### src/rtl/prio_readout_pkg.sv
// Shared definitions for the readout controller: memory count, sel codes and FSM states.
`timescale 1ns/1ps
package prio_readout_pkg;

    localparam int N_MEM = 12;
    localparam logic [3:0] SEL_IDLE = 4'h0;
    localparam logic [3:0] SEL_HDR  = 4'hF;

    typedef enum logic [1:0] {
        IDLE = 2'd0,
        HDR  = 2'd1,
        READ = 2'd2
    } state_e;

    // Codes 0xA and 0xE are reserved on the mux, so memories 9..11 skip over 0xA.
    function automatic logic [3:0] sel_code(input logic [3:0] idx);
        logic [3:0] code;
        case (idx)
            4'd9:    code = 4'hB;
            4'd10:   code = 4'hC;
            4'd11:   code = 4'hD;
            default: code = (idx <= 4'd8) ? (idx + 4'd1) : SEL_IDLE;
        endcase
        return code;
    endfunction

endpackage

### src/rtl/sel_delay_pipe.sv
// Fixed-depth register pipe that delays {BX, sel} to line up with memory read data.
`timescale 1ns/1ps
module sel_delay_pipe #(
    parameter int W     = 7,
    parameter int DEPTH = 1
) (
    input  logic         clk,
    input  logic         rst_n,
    input  logic [W-1:0] din,
    output logic [W-1:0] dout
);

    logic [W-1:0] stage_q [DEPTH];
    logic [W-1:0] stage_d [DEPTH];

    // Shift each stage one step down the pipe.
    always_comb begin
        stage_d[0] = din;
        for (int i = 1; i < DEPTH; i++) begin
            stage_d[i] = stage_q[i-1];
        end
    end

    // Pipe registers, cleared by the asynchronous reset.
    always_ff @(posedge clk or negedge rst_n) begin
        if (!rst_n) begin
            for (int i = 0; i < DEPTH; i++) begin
                stage_q[i] <= '0;
            end
        end else begin
            for (int i = 0; i < DEPTH; i++) begin
                stage_q[i] <= stage_d[i];
            end
        end
    end

    assign dout = stage_q[DEPTH-1];

endmodule

### src/rtl/prio_readout_ctrl.sv
// Snapshot entry counts per BX, emit a header slot, then issue one priority-selected read per cycle.
// Define ROUND_ROBIN_EN to rotate the priority search base after every grant.
`timescale 1ns/1ps
module prio_readout_ctrl
    import prio_readout_pkg::*;
#(
    parameter int ADDR_W = 6,
    parameter int RD_LAT = 1,
    parameter int WINDOW = 64
) (
    input  logic                    clk,
    input  logic                    rst_n,
    input  logic                    start,
    input  logic [N_MEM*ADDR_W-1:0] nent,
    output logic [N_MEM-1:0]        rd_en,
    output logic [ADDR_W-1:0]       rd_addr,
    output logic [3:0]              sel,
    output logic [2:0]              BX,
    output logic                    busy,
    output logic                    truncated
);

    localparam int CNT_W = $clog2(WINDOW + 1);

    state_e                  state_q, state_d;
    logic [N_MEM*ADDR_W-1:0] snap_q, snap_d;
    logic [ADDR_W-1:0]       ptr_q [N_MEM];
    logic [ADDR_W-1:0]       ptr_d [N_MEM];
    logic [CNT_W-1:0]        cnt_q, cnt_d;
    logic [2:0]              bx_q, bx_d;
    logic [3:0]              base_q, base_d;
    logic [N_MEM-1:0]        rd_en_q, rd_en_d;
    logic [ADDR_W-1:0]       rd_addr_q, rd_addr_d;
    logic                    busy_q, busy_d;
    logic                    trunc_q, trunc_d;
    logic [3:0]              sel_pre_q, sel_pre_d;
    logic [2:0]              bx_pre_q, bx_pre_d;
    logic [N_MEM-1:0]        pend_s;
    logic                    gnt_vld_s;
    logic [3:0]              gnt_idx_s;
    logic [6:0]              pipe_out_s;

    // Memories that still hold unread entries; ADDR_W-bit compare keeps pointers from wrapping.
    always_comb begin
        pend_s = '0;
        for (int i = 0; i < N_MEM; i++) begin
            pend_s[i] = ptr_q[i] < snap_q[i*ADDR_W +: ADDR_W];
        end
    end

    // First pending memory at or after the search base, wrapping past the last memory.
    always_comb begin
        logic [4:0] cand;
        gnt_vld_s = 1'b0;
        gnt_idx_s = 4'd0;
        cand      = 5'd0;
        for (int k = 0; k < N_MEM; k++) begin
            cand = 5'(base_q) + 5'(k);
            if (cand >= 5'(N_MEM)) begin
                cand = cand - 5'(N_MEM);
            end else begin
                cand = cand;
            end
            if (!gnt_vld_s && pend_s[cand[3:0]]) begin
                gnt_vld_s = 1'b1;
                gnt_idx_s = cand[3:0];
            end else begin
                gnt_vld_s = gnt_vld_s;
            end
        end
    end

    // Next-state and registered-output logic; start overrides whatever the FSM would do.
    always_comb begin
        state_d   = state_q;
        snap_d    = snap_q;
        ptr_d     = ptr_q;
        cnt_d     = cnt_q;
        bx_d      = bx_q;
        base_d    = base_q;
        rd_en_d   = '0;
        rd_addr_d = '0;
        busy_d    = busy_q;
        trunc_d   = 1'b0;
        sel_pre_d = SEL_IDLE;
        bx_pre_d  = bx_q;
        if (start) begin
            snap_d = nent;
            for (int i = 0; i < N_MEM; i++) begin
                ptr_d[i] = '0;
            end
            cnt_d   = '0;
            bx_d    = bx_q + 3'd1;
            base_d  = 4'd0;
            busy_d  = 1'b1;
            state_d = HDR;
        end else begin
            case (state_q)
                IDLE: begin
                    busy_d = 1'b0;
                end
                HDR: begin
                    sel_pre_d = SEL_HDR;
                    cnt_d     = cnt_q + CNT_W'(1);
                    state_d   = READ;
                end
                READ: begin
                    if (!gnt_vld_s) begin
                        busy_d  = 1'b0;
                        state_d = IDLE;
                    end else if (cnt_q >= CNT_W'(WINDOW)) begin
                        trunc_d = 1'b1;
                        busy_d  = 1'b0;
                        state_d = IDLE;
                    end else begin
                        rd_en_d            = {{(N_MEM-1){1'b0}}, 1'b1} << gnt_idx_s;
                        rd_addr_d          = ptr_q[gnt_idx_s];
                        ptr_d[gnt_idx_s]   = ptr_q[gnt_idx_s] + ADDR_W'(1);
                        sel_pre_d          = sel_code(gnt_idx_s);
                        cnt_d              = cnt_q + CNT_W'(1);
`ifdef ROUND_ROBIN_EN
                        base_d = (gnt_idx_s == 4'(N_MEM - 1)) ? 4'd0 : (gnt_idx_s + 4'd1);
`else
                        base_d = 4'd0;
`endif
                    end
                end
                default: begin
                    busy_d  = 1'b0;
                    state_d = IDLE;
                end
            endcase
        end
    end

    // State and output registers.
    always_ff @(posedge clk or negedge rst_n) begin
        if (!rst_n) begin
            state_q   <= IDLE;
            snap_q    <= '0;
            for (int i = 0; i < N_MEM; i++) begin
                ptr_q[i] <= '0;
            end
            cnt_q     <= '0;
            bx_q      <= 3'd0;
            base_q    <= 4'd0;
            rd_en_q   <= '0;
            rd_addr_q <= '0;
            busy_q    <= 1'b0;
            trunc_q   <= 1'b0;
            sel_pre_q <= SEL_IDLE;
            bx_pre_q  <= 3'd0;
        end else begin
            state_q   <= state_d;
            snap_q    <= snap_d;
            for (int i = 0; i < N_MEM; i++) begin
                ptr_q[i] <= ptr_d[i];
            end
            cnt_q     <= cnt_d;
            bx_q      <= bx_d;
            base_q    <= base_d;
            rd_en_q   <= rd_en_d;
            rd_addr_q <= rd_addr_d;
            busy_q    <= busy_d;
            trunc_q   <= trunc_d;
            sel_pre_q <= sel_pre_d;
            bx_pre_q  <= bx_pre_d;
        end
    end

    sel_delay_pipe #(
        .W     (7),
        .DEPTH (RD_LAT)
    ) u_sel_delay_pipe (
        .clk   (clk),
        .rst_n (rst_n),
        .din   ({bx_pre_q, sel_pre_q}),
        .dout  (pipe_out_s)
    );

    assign rd_en     = rd_en_q;
    assign rd_addr   = rd_addr_q;
    assign busy      = busy_q;
    assign truncated = trunc_q;
    assign sel       = pipe_out_s[3:0];
    assign BX        = pipe_out_s[6:4];

endmodule

### config.mk
export PLATFORM = sky130hd
export DESIGN_NAME = prio_readout_ctrl
export DESIGN_NICKNAME = d
export VERILOG_FILES = /design/src/rtl/prio_readout_pkg.sv /design/src/rtl/sel_delay_pipe.sv /design/src/rtl/prio_readout_ctrl.sv
export SDC_FILE = /design/constraint.sdc
export NUM_CORES = 1
export LEC_CHECK = 0
export ABC_AREA = 1
export ABC_CLOCK_PERIOD_IN_PS = 4200
export CAP_MARGIN = 30
export CORE_ASPECT_RATIO = 0.9
export CORE_MARGIN = 1
export CORE_UTILIZATION = 53
export DETAILED_ROUTE_END_ITERATION = 8
export GPL_TIMING_DRIVEN = 0
export HOLD_SLACK_MARGIN = 0.02
export PLACE_DENSITY = 0.73
export SLEW_MARGIN = 20
export SYNTH_ARGS = -nofsm -noshare
export SYNTH_HDL_FRONTEND = slang
export SYNTH_HIERARCHICAL = 1
export SYNTH_SLANG_ARGS = --single-unit
### constraint.sdc
create_clock -name clk -period 4.2 [get_ports clk]
set_input_delay 0.84 -clock clk [delete_from_list [all_inputs] [get_ports clk]]
set_output_delay 0.84 -clock clk [all_outputs]
set_load 0.05 [all_outputs]
After elaboration in Yosys (flattened, before gate mapping) --
Index checks and enable logic that the tools add are counted.
Operators by class: add/sub/neg operators 27, $lt $le $gt $ge 40, eq/ne operators 11, shifts and indexed selects 1, multiplexer cells 104, bitwise logic cells 1, reductions and logical operators 31
Operator list (number):
- $mux W72 | 4
- $mux W4 | 32
- $bwmux W72 | 1
- $lt A6 B6 Y1 | 12
- $lt A4 B5 Y1 const B | 12
- $ge A5 B4 Y1 const B | 11
- $bmux W1 S4 | 12
- $mux W12 | 4
- $sub A4 B4 Y4 const B | 12
- $mux W6 | 7
- $mux W1 | 31
- $bmux W6 S4 | 1
- $demux W6 S4 | 1
- $mux W7 | 3
- $add A4 B3 Y5 const B | 4
- $add A4 B4 Y5 const B | 4
- $pmux W7 S2 | 1
- $eq A4 B4 Y1 const B | 3
- $logic_and A1 B1 Y1 | 12
- $pmux W4 S3 | 1
- $shl A1 B4 Y12 const A | 1
- $logic_not A1 Y1 | 11
- $add A4 B2 Y5 const B | 2
- $pmux W4 S2 | 1
- other kinds (24) | 32
Word-level totals: flip-flop bits (word level) 194, bits of input ports 75, output and inout port bits 27

Depth between registers and ports, before layout --
depth after elaboration 48, mapped depth 30, depth with buffers taken out 27

Modules after synthesis --
Netlist, hierarchy kept.
By module, submodules not included:
- prio_readout_ctrl | times used 1, cells each 1202, area an instance 9863.2 sq um, seq. area each 4579.4 sq um
- sel_delay_pipe | times used 1, cells each 7, area an instance 175.2 sq um, seq. area each 175.2 sq um

Worst setup path before layout --
No wires, ideal clock.
kind register to register, start register ptr_q[71] (netlist name), end register ptr_q[58] (netlist name), library setup time 0.118 ns, data arrival time 3.300 ns, required time 4.082 ns, setup slack 0.782 ns, stages on the path, launching flop included 26, path buffers 4, cells stage by stage dfrtp_1 ha_1 nand2_1 nor2_1 nand2_1 nand2_1 nand2_2 nor2_4 nand4_2 nor3_4 nand4_2 buf_2 buf_6 nand3_1 nand3_1 nand2_1 nand2_1 nand3_2 buf_1 ha_1 inv_1 nor2_1 nand3b_1 buf_2 nand3_1 nand2_1
On the way: cells in the longest elaborated chain, start to end 47, elaborated cells between the ends (all ways) 88, classes of those cells add/sub (1); order compare (3); mux (58); bitwise (1); reduce/logical (25)
Ends and longest elaborated chain:
- from (decl) | line prio_readout_ctrl.sv:27 | logic [ADDR_W-1:0] ptr_q [N_MEM];
- from (signal, indexed assignment) | line prio_readout_ctrl.sv:157 | ptr_q[i] <= ptr_d[i];
- $lt A6 B6 Y1 * | line prio_readout_ctrl.sv:47 | pend_s[i] = ptr_q[i] < snap_q[i*ADDR_W +: ADDR_W];
- $bmux W1 S4 | line prio_readout_ctrl.sv:64 | if (!gnt_vld_s && pend_s[cand[3:0]]) begin
- $mux W1 (not written as such) | line prio_readout_ctrl.sv:64
- $mux W1 | line prio_readout_ctrl.sv:64
- $logic_not A1 Y1 | line prio_readout_ctrl.sv:64
- $logic_and A1 B1 Y1 | line prio_readout_ctrl.sv:64
- $mux W1 | line prio_readout_ctrl.sv:64
- $logic_not A1 Y1 | line prio_readout_ctrl.sv:64
- (+31 left out)
- $mux W6 (not written as such) or $logic_and A1 B1 Y1 (tied branches) | line prio_readout_ctrl.sv:118 | ptr_d[gnt_idx_s] = ptr_q[gnt_idx_s] + ADDR_W'(1);
- $mux W6 (not written as such) | line prio_readout_ctrl.sv:118
- $add A6 B1 Y6 or $demux W6 S4 (tied branches) | line prio_readout_ctrl.sv:118
- $bwmux W72 | line prio_readout_ctrl.sv:118
- $mux W72 | line prio_readout_ctrl.sv:111 | end else if (cnt_q >= CNT_W'(WINDOW)) begin
- $mux W72 | line prio_readout_ctrl.sv:108 | if (!gnt_vld_s) begin
- $mux W72 | line prio_readout_ctrl.sv:98 | case (state_q)
- $mux W72 | line prio_readout_ctrl.sv:87 | if (start) begin
Mark *: on every way between the ends. The rest lies on a longest branch, timed or not. The select of a mux whose other input is x is not followed. A chain may end at the register's enable or synchronous reset.

Worst setup path after layout --
start register ptr_q[53] (netlist name), end register ptr_q[58] (netlist name)
The elaborated chain is that of the path after synthesis.

==> PnR_summary.wiki <==
{| class="wikitable"
! Metric !! Value
|-
| Number of antenna violations at the first check in global routing || 0
|-
| Total count of hold-check failures in the final report || 0
|-
| Reg-to-reg startpoint || ptr_q[53]
|-
| Gate Count Post-Synth || 1,209
|-
| Slew @ Worst Pin || 0.734 ns
|-
| Minimum setup slack among reg-to-reg paths || 0.25 ns
|-
| Post-synthesis mux area share || 0%
|-
| Crit path time final || slightly below 4 ns
|-
| Final Wtd Congestion || 0.944
|-
| Slew margin rel. || 51.1%
|-
| Antenna Nets Post-Route || 0
|-
| Vias in the first global route || about 7,900
|-
| Hold Path Origin || bx_pre_q[1]
|-
| Slew Limit Fails || 0
|-
| Post-synthesis share of cell area spent on full adders, half adders and majority gates || 9.10%
|-
| Register area share after synthesis || a little under half
|-
| Reported leakage power || between 6 and 7 nW
|-
| Average instance area after synthesis || about 8.3 um^2
|-
| DRT Pass-1 Iters || 5
|-
| Number of buffers on the longest clock path || 2
|-
| Clk Latency, worst-skew pair || 0.43 ns
|-
| Violation count after the first detailed-route iteration || 761
|-
| Nature of the critical path endpoint || flop
|-
| Worst min path class || flop to flop
|-
| Yosys reg bits || 190
|-
| MaxCap Viol Count || 0
|-
| Post-synth EDFFs || 0
|-
| Vertical extent of the die || 133 um
|-
| Top Ports || approximately 100
|-
| Total of warnings raised by yosys || 6
|-
| Total Power Consumption || 0.00423 W
|-
| All-layer global routing usage || just under 30%
|-
| Clock sink total || 190
|-
| Overflow left after global routing || 0
|-
| Peak ir drop on the vdd network || roughly 280 uV
|-
| Share of synthesized cell area in and, or, nand and nor gates || about 24%
|-
| Number of stages on the worst hold path || 0
|-
| Inserted Clock Buffers || 17
|-
| Fillers || 1,592
|-
| Most common cell after layout, fill and taps aside || sky130_fd_sc_hd__nand2_1
|-
| Post-synth top flop || sky130_fd_sc_hd__dfrtp_1
|-
| Combinational family with the most area after synthesis || simple AND/OR/NAND/NOR gates
|-
| CTS Hold Buffers Added || 0
|-
| Synth top area cells || sky130_fd_sc_hd__dfrtp_1 47%, sky130_fd_sc_hd__nand2_1 13%, sky130_fd_sc_hd__ha_1 9.1%, sky130_fd_sc_hd__inv_1 5.7%, sky130_fd_sc_hd__o21ai_0 5.6%
|-
| Result of the run || finished clean
|-
| Footprint of the multi-input gates || 4460 um^2
|-
| Vias after detailed routing || ~8,500
|-
| Number of distinct library cell variants in the gate-level netlist after synthesis || 47
|-
| Async SR Flop Fraction || 100%
|-
| Root cell of the clock tree || sky130_fd_sc_hd__clkbuf_16
|-
| Leading cell types in the layout, fill and taps excluded || 346 x sky130_fd_sc_hd__nand2_1, 190 x sky130_fd_sc_hd__dfrtp_1, 151 x sky130_fd_sc_hd__inv_1, 113 x sky130_fd_sc_hd__o21ai_0, 100 x sky130_fd_sc_hd__clkdlybuf4s50_1
|-
| Synth Area in Compound Gates || 10.2%
|-
| Parity-gate share of the synthesized area counting xor and xnor cells || 0.349%
|-
| Share of final-layout standard cells stronger than drive strength 1 || 9.73%
|-
| Leading area contributor after synthesis || sky130_fd_sc_hd__dfrtp_1
|-
| Via/cell ratio || 5.32
|-
| Routed len/inst || 17.2 um
|-
| CTS H-Tree Depth || 4
|-
| Largest fanout of any net on the critical path || 10
|-
| Worst setup path class || flop to flop
|-
| F_max || 253 MHz
|-
| Area grow syn2layout || 21.1%
|-
| Initial Util || 54.4%
|-
| R2R depth || 24
|-
| Portion of synthesized cell area occupied by the leading cell type || 47.4%
|-
| Arrival time of the worst setup path || 4.27 ns
|-
| Full die area || 19,500 um^2
|-
| Maximum number of pins on one net before global-route repair || 97
|-
| P per Cell Area || ~350 nW/um^2
|-
| Maximum clock skew at final layout || 0.0123 ns
|-
| Mapped Nets || 1,357
|-
| Area of the core || between 15,000 and 20,000 um^2
|-
| Port-buffer cells || 101
|-
| CTS tree || yes
|-
| Final worst-path cycle share || 94.0%
|-
| Global-route wire length before repair || ~43 mm
|-
| Critical register-to-register path endpoint || ptr_q[58]
|-
| Final HPWL from detailed placement || 20.0 mm
|-
| Post-route DRC violation count || 0
|-
| Sequential cell area || about 4800 um^2
|-
| Synth Cell Area || approximately 10,000 um^2
|-
| Required time worst endpoint || 4.52 ns
|-
| Final-report setup violation count || 0
|-
| Kind of start point of the critical path || flop
|-
| Post-CTS clock slew at the launch and capture registers of the worst setup and hold paths || 0.08 ns
|-
| Hold WS || about 0.35 ns
|-
| Die outline width || 147 um
|-
| Post-layout nets || 1,491
|-
| Total detailed-routing wirelength || 27.5 mm
|-
| Antenna Diode Count || 0
|-
| # rows || 47
|-
| Hold path endpoint || u_sel_delay_pipe/dout[5]
|-
| Setup repair after global routing missed its margin || false
|}
==> cell usage after synthesis, types with 3 or more instances <==
master / count
sky130_fd_sc_hd__inv_2: 11
sky130_fd_sc_hd__nand3_1: 92
sky130_fd_sc_hd__nand3_2: 17
sky130_fd_sc_hd__inv_1: 152
sky130_fd_sc_hd__xor2_1: 3
sky130_fd_sc_hd__nor3_1: 4
sky130_fd_sc_hd__ha_1: 73
sky130_fd_sc_hd__nand2_2: 5
sky130_fd_sc_hd__o21ai_0: 113
sky130_fd_sc_hd__nand2_1: 347
sky130_fd_sc_hd__a31oi_1: 7
sky130_fd_sc_hd__buf_2: 7
sky130_fd_sc_hd__nor2_2: 3
sky130_fd_sc_hd__clkbuf_1: 21
sky130_fd_sc_hd__a21oi_1: 28
sky130_fd_sc_hd__o22ai_1: 8
sky130_fd_sc_hd__nand3b_1: 11
sky130_fd_sc_hd__buf_1: 3
sky130_fd_sc_hd__nand4_1: 3
sky130_fd_sc_hd__o31ai_1: 4
sky130_fd_sc_hd__buf_4: 3
sky130_fd_sc_hd__nor2_1: 59
sky130_fd_sc_hd__dfrtp_1: 190
sky130_fd_sc_hd__buf_6: 8
sky130_fd_sc_hd__o21ai_2: 11
==> cell families after synthesis <==
family                   Yosys count
AO/OA/AOI/OAI                    183
XOR/XNOR                           4
adder cells (fa/ha/maj)           73
buffers and inverters            208
flip-flops                       190
AND/OR/NAND/NOR                  551
==> stage by stage <==
stage	setup TNS, ns	std cells	setup WS (ns)	cell area (um^2)	util [%]
2_1_floorplan	0	1209	0.782	10000	-
5_1_grt	0	1601	0.0111	12200	65.8
4_1_cts	0	1587	0.0466	12000	64.9
3_3_place_gp	-1047.85	1555	-5.43	11400	61.5
3_5_place_dp	-17.60	1556	-0.922	11400	61.7
6_report	0	1601	0.252	12200	65.8
==> flip-flops by register name, indices dropped and copies added (netlist names) <==
register,cells
bx_pre_d,3
busy,1
bx_pre_q,3
cnt_q,7
sel_pre_q,4
rd_en,12
u_sel_delay_pipe/dout,7
rd_addr,6
snap_q,72
truncated,1
ptr_q,72
state_q,2
==> power breakdown <==
group / internal [W] / total (W) / switching (W)
clock: 0.000839 / 0.00161 / 0.000767
sequential: 0.00196 / 0.00201 / 0.0000512
combinational: 0.000227 / 0.000618 / 0.000391
==> routing by layer <==
layer	share of wire (%)	up-vias	track usage [%]
met4	2.4	0	10.3
met2	43	323	43.2
met3	8.2	48	7.07
met5	0	-	0
li1	-	4158	-
met1	46	3993	41.8
==> worst max-delay path: stages, from the launching register on <==
cell	delay (ns)
sky130_fd_sc_hd__dfrtp_1	0.41
sky130_fd_sc_hd__ha_4	0.28
sky130_fd_sc_hd__nand2_1	0.07
sky130_fd_sc_hd__a21oi_1	0.15
sky130_fd_sc_hd__nor2_1	0.10
sky130_fd_sc_hd__nand2_1	0.08
sky130_fd_sc_hd__nand2_1	0.09
sky130_fd_sc_hd__nor2_4	0.19
sky130_fd_sc_hd__nand4_4	0.13
sky130_fd_sc_hd__nor3_4	0.26
sky130_fd_sc_hd__nand4_2	0.16
sky130_fd_sc_hd__buf_2	0.24
sky130_fd_sc_hd__buf_6	0.18
sky130_fd_sc_hd__nand3b_1	0.09
sky130_fd_sc_hd__nand3_1	0.10
sky130_fd_sc_hd__nand3_1	0.13
sky130_fd_sc_hd__nand2_2	0.08
sky130_fd_sc_hd__nor2_4	0.13
sky130_fd_sc_hd__ha_4	0.17
sky130_fd_sc_hd__inv_1	0.05
sky130_fd_sc_hd__nor2_2	0.11
sky130_fd_sc_hd__nand3b_1	0.26
sky130_fd_sc_hd__buf_6	0.25
sky130_fd_sc_hd__nand3_1	0.08
sky130_fd_sc_hd__nand2_1	0.06
==> worst max-delay path by stage <==
stage | from | to | slack [ns] | cells after the start
final | ptr_q[53] | ptr_q[58] | 0.25 | 24
after global routing | snap_q[23] | ptr_q[5] | 0.01 | 22
after floorplan | ptr_q[71] | ptr_q[58] | 0.78 | 25
after detailed placement | ptr_q[29] | ptr_q[38] | -0.92 | 21
after global placement | rst_n | snap_q[31] | -5.43 | 1
after CTS | snap_q[23] | ptr_q[22] | 0.05 | 26
==> final cells by class <==
| cell class | instances | area share (%) |
|---|---|---|
| Sequential cell | 190 | 39.1 |
| Multi-Input combinational cell | 811 | 36.6 |
| Timing Repair Buffer | 116 | 9.51 |
| Inverter | 164 | 5.06 |
| Clock buffer | 17 | 3.50 |
| Tap cell | 245 | 2.52 |
| Buffer | 43 | 2.40 |
| Clock inverter | 15 | 1.27 |
==> repair_timing <==
action | 4_1_cts | 5_1_grt
pin swaps | 0 | 7
gates resized for setup | 6 | 18
gates cloned | 0 | 1
endpoints found under the setup margin | 36 | 30
setup buffers | 0 | 12
Note: power is estimated with default switching activity, not from simulation.
==> RTL edit: new RTL, same settings <==
`rd_addr_q` no longer has a reset.
--- a/src/rtl/prio_readout_ctrl.sv
+++ b/src/rtl/prio_readout_ctrl.sv
@@ -147,3 +147,2 @@
             rd_en_q   <= '0;
-            rd_addr_q <= '0;
             busy_q    <= 1'b0;
@@ -162,3 +161,2 @@
             rd_en_q   <= rd_en_d;
-            rd_addr_q <= rd_addr_d;
             busy_q    <= busy_d;
@@ -168,2 +166,6 @@
         end
+    end
+
+    always_ff @(posedge clk) begin
+        rd_addr_q <= rd_addr_d;
     end
Check against the original RTL: same outputs for any inputs over 4 cycles, from zero or initial values and one cycle with rst_n low; that may be too few to reach the edited logic, so the function may still have changed.
==> RTL edit against the unedited design <==
Final area decreased by 1.5%; worst hold slack got worse by 0.097 ns; via count decreased by 1.6%; sequential cell count unchanged; synthesized area decreased by 0.65%; worst setup slack improved by 0.055 ns; count of clock-buffer cells in the layout increased by 7; fmax increased by 1.4%; routed wire length decreased by 4.9%; combinational power increased by 3.9%; power increased by 0.40%; critical path type unchanged; largest cell class unchanged.
==> RTL edit: results (changes against the unedited design) <==
metric	value	unit	change
status	finished, final reports clean		
worst vdd ir	0.0002725	V	-4.2%
share of cells above drive strength 1	8.377	%	-1.4 points
M2 GR Usage	45.55	%	+2.4 points
CP max-delay cell	nor4_1		
CTS root buffer	clkbuf_16		
maximum root-to-sink buffer count	2		unchanged
Slew Limit Headroom	34.82	%	-16 points
pre-CTS WS	-0.5534	ns	+0.3684 ns
Fin Hold WS	0.2549	ns	-0.09651 ns
CP arrival	4.20	ns	-0.07 ns
total number of vias	8389		-1.6%
met1 usage	39.65	%	-2.1 points
Yosys warnings	6		unchanged
antenna diode count	0		unchanged
met3 WL	1828	um	-19%
Most used DFF post-synth	dfrtp_1		
TritonRoute pass-1 iters	5		unchanged
Clock Pin Slew Worst Setup and Hold Paths	0.07	ns	
placed cell areas	11340	um2	-0.42%
GP Congestion	0.9570		+1.4%
syn_nets	1361		+0.29%
Synth area leaders	dfrtp_1, nand2_1, ha_1		
Yosys cell types	45		-4.3%
Layout fillers	1577		-0.94%
largest net degree at the start of global routing	83		-14%
initial DRC count	631		-17%
vias in the first global route	8310		+4.6%
Metal-1 WL	11930	um	-5.8%
first-pass GRT wire length	42820	um	-0.40%
hold crit path type	in -> async		
met2 WL	11850	um	-0.60%
Mapped Avg Cell Area	8.222	um2	-0.98%
Hold Buf Count CTS	0		unchanged
CP Max Fanout	10		unchanged
cell depth of the worst flop-to-flop path	19		-21%
CTS buffer count	17		unchanged
Port Buf Inserts	100		-0.99%
Worst R2R End	ptr_q[69]		
Highest Signal Layer	met4		
Layout Skew	0.01310	ns	+0.0007795 ns
final wirelength	26160	um	-4.9%
P_leak	5.997	nW	-1.8%
Final Worst Setup Slack	0.3068	ns	+0.05479 ns
placed cells	1560		+0.26%
nets	1484		-0.47%
Post-DP HPWL	19230	um	-4.0%
H-tree Lvls	4		unchanged
Crit. Startpoint	ptr_q[71]		
Post-synth ARST share	96.84	%	-3.2 points
sequential fraction of the synthesis area	47.37	%	about the same
Synth top cells by count	nand2_1, dfrtp_1, inv_1		
slowest cell delay on critical path	0.73	ns	+0.32 ns
via density per instance	5.263		-1.1%
gr usage total	29.08	%	-0.089 points
Worst-Skew Late Latency	0.44	ns	
GRT met3 Usage	7.232	%	+0.16 points
RTL edit: repair_timing:
action,4_1_cts,5_1_grt
resized for setup,4,5
endpoints found under the setup margin,31,21
setup buffers,0,3
RTL edit: report_power, final:
group,internal (mW),leakage [nW],switching (mW)
logic,0.234,3.26,0.408
clock network,0.898,0.279,0.701
registers,1.96,2.46,0.0501
RTL edit: layout make-up:
cell class / count / area (um2) / area share, %
flip-flops and latches: 190 / 4725 / 39.44
multi-input cells: 790 / 4327 / 36.12
repair buffers: 105 / 1084 / 9.045
inverters: 190 / 715.7 / 5.975
clock buffers: 24 / 501.7 / 4.188
well taps: 245 / 306.5 / 2.559
plain buffers: 42 / 240.2 / 2.005
clock inverters: 8 / 80.08 / 0.6685
RTL edit: cells by family after synthesis:
logic type / count (synthesis) / synth area share (%)
xor+xnor: 3 / 0.2635
fa+ha+maj: 73 / 9.158
flops: 190 / 47.37
simple gates: 524 / 23.38
buf+inv: 233 / 9.560
compound gates: 190 / 10.26
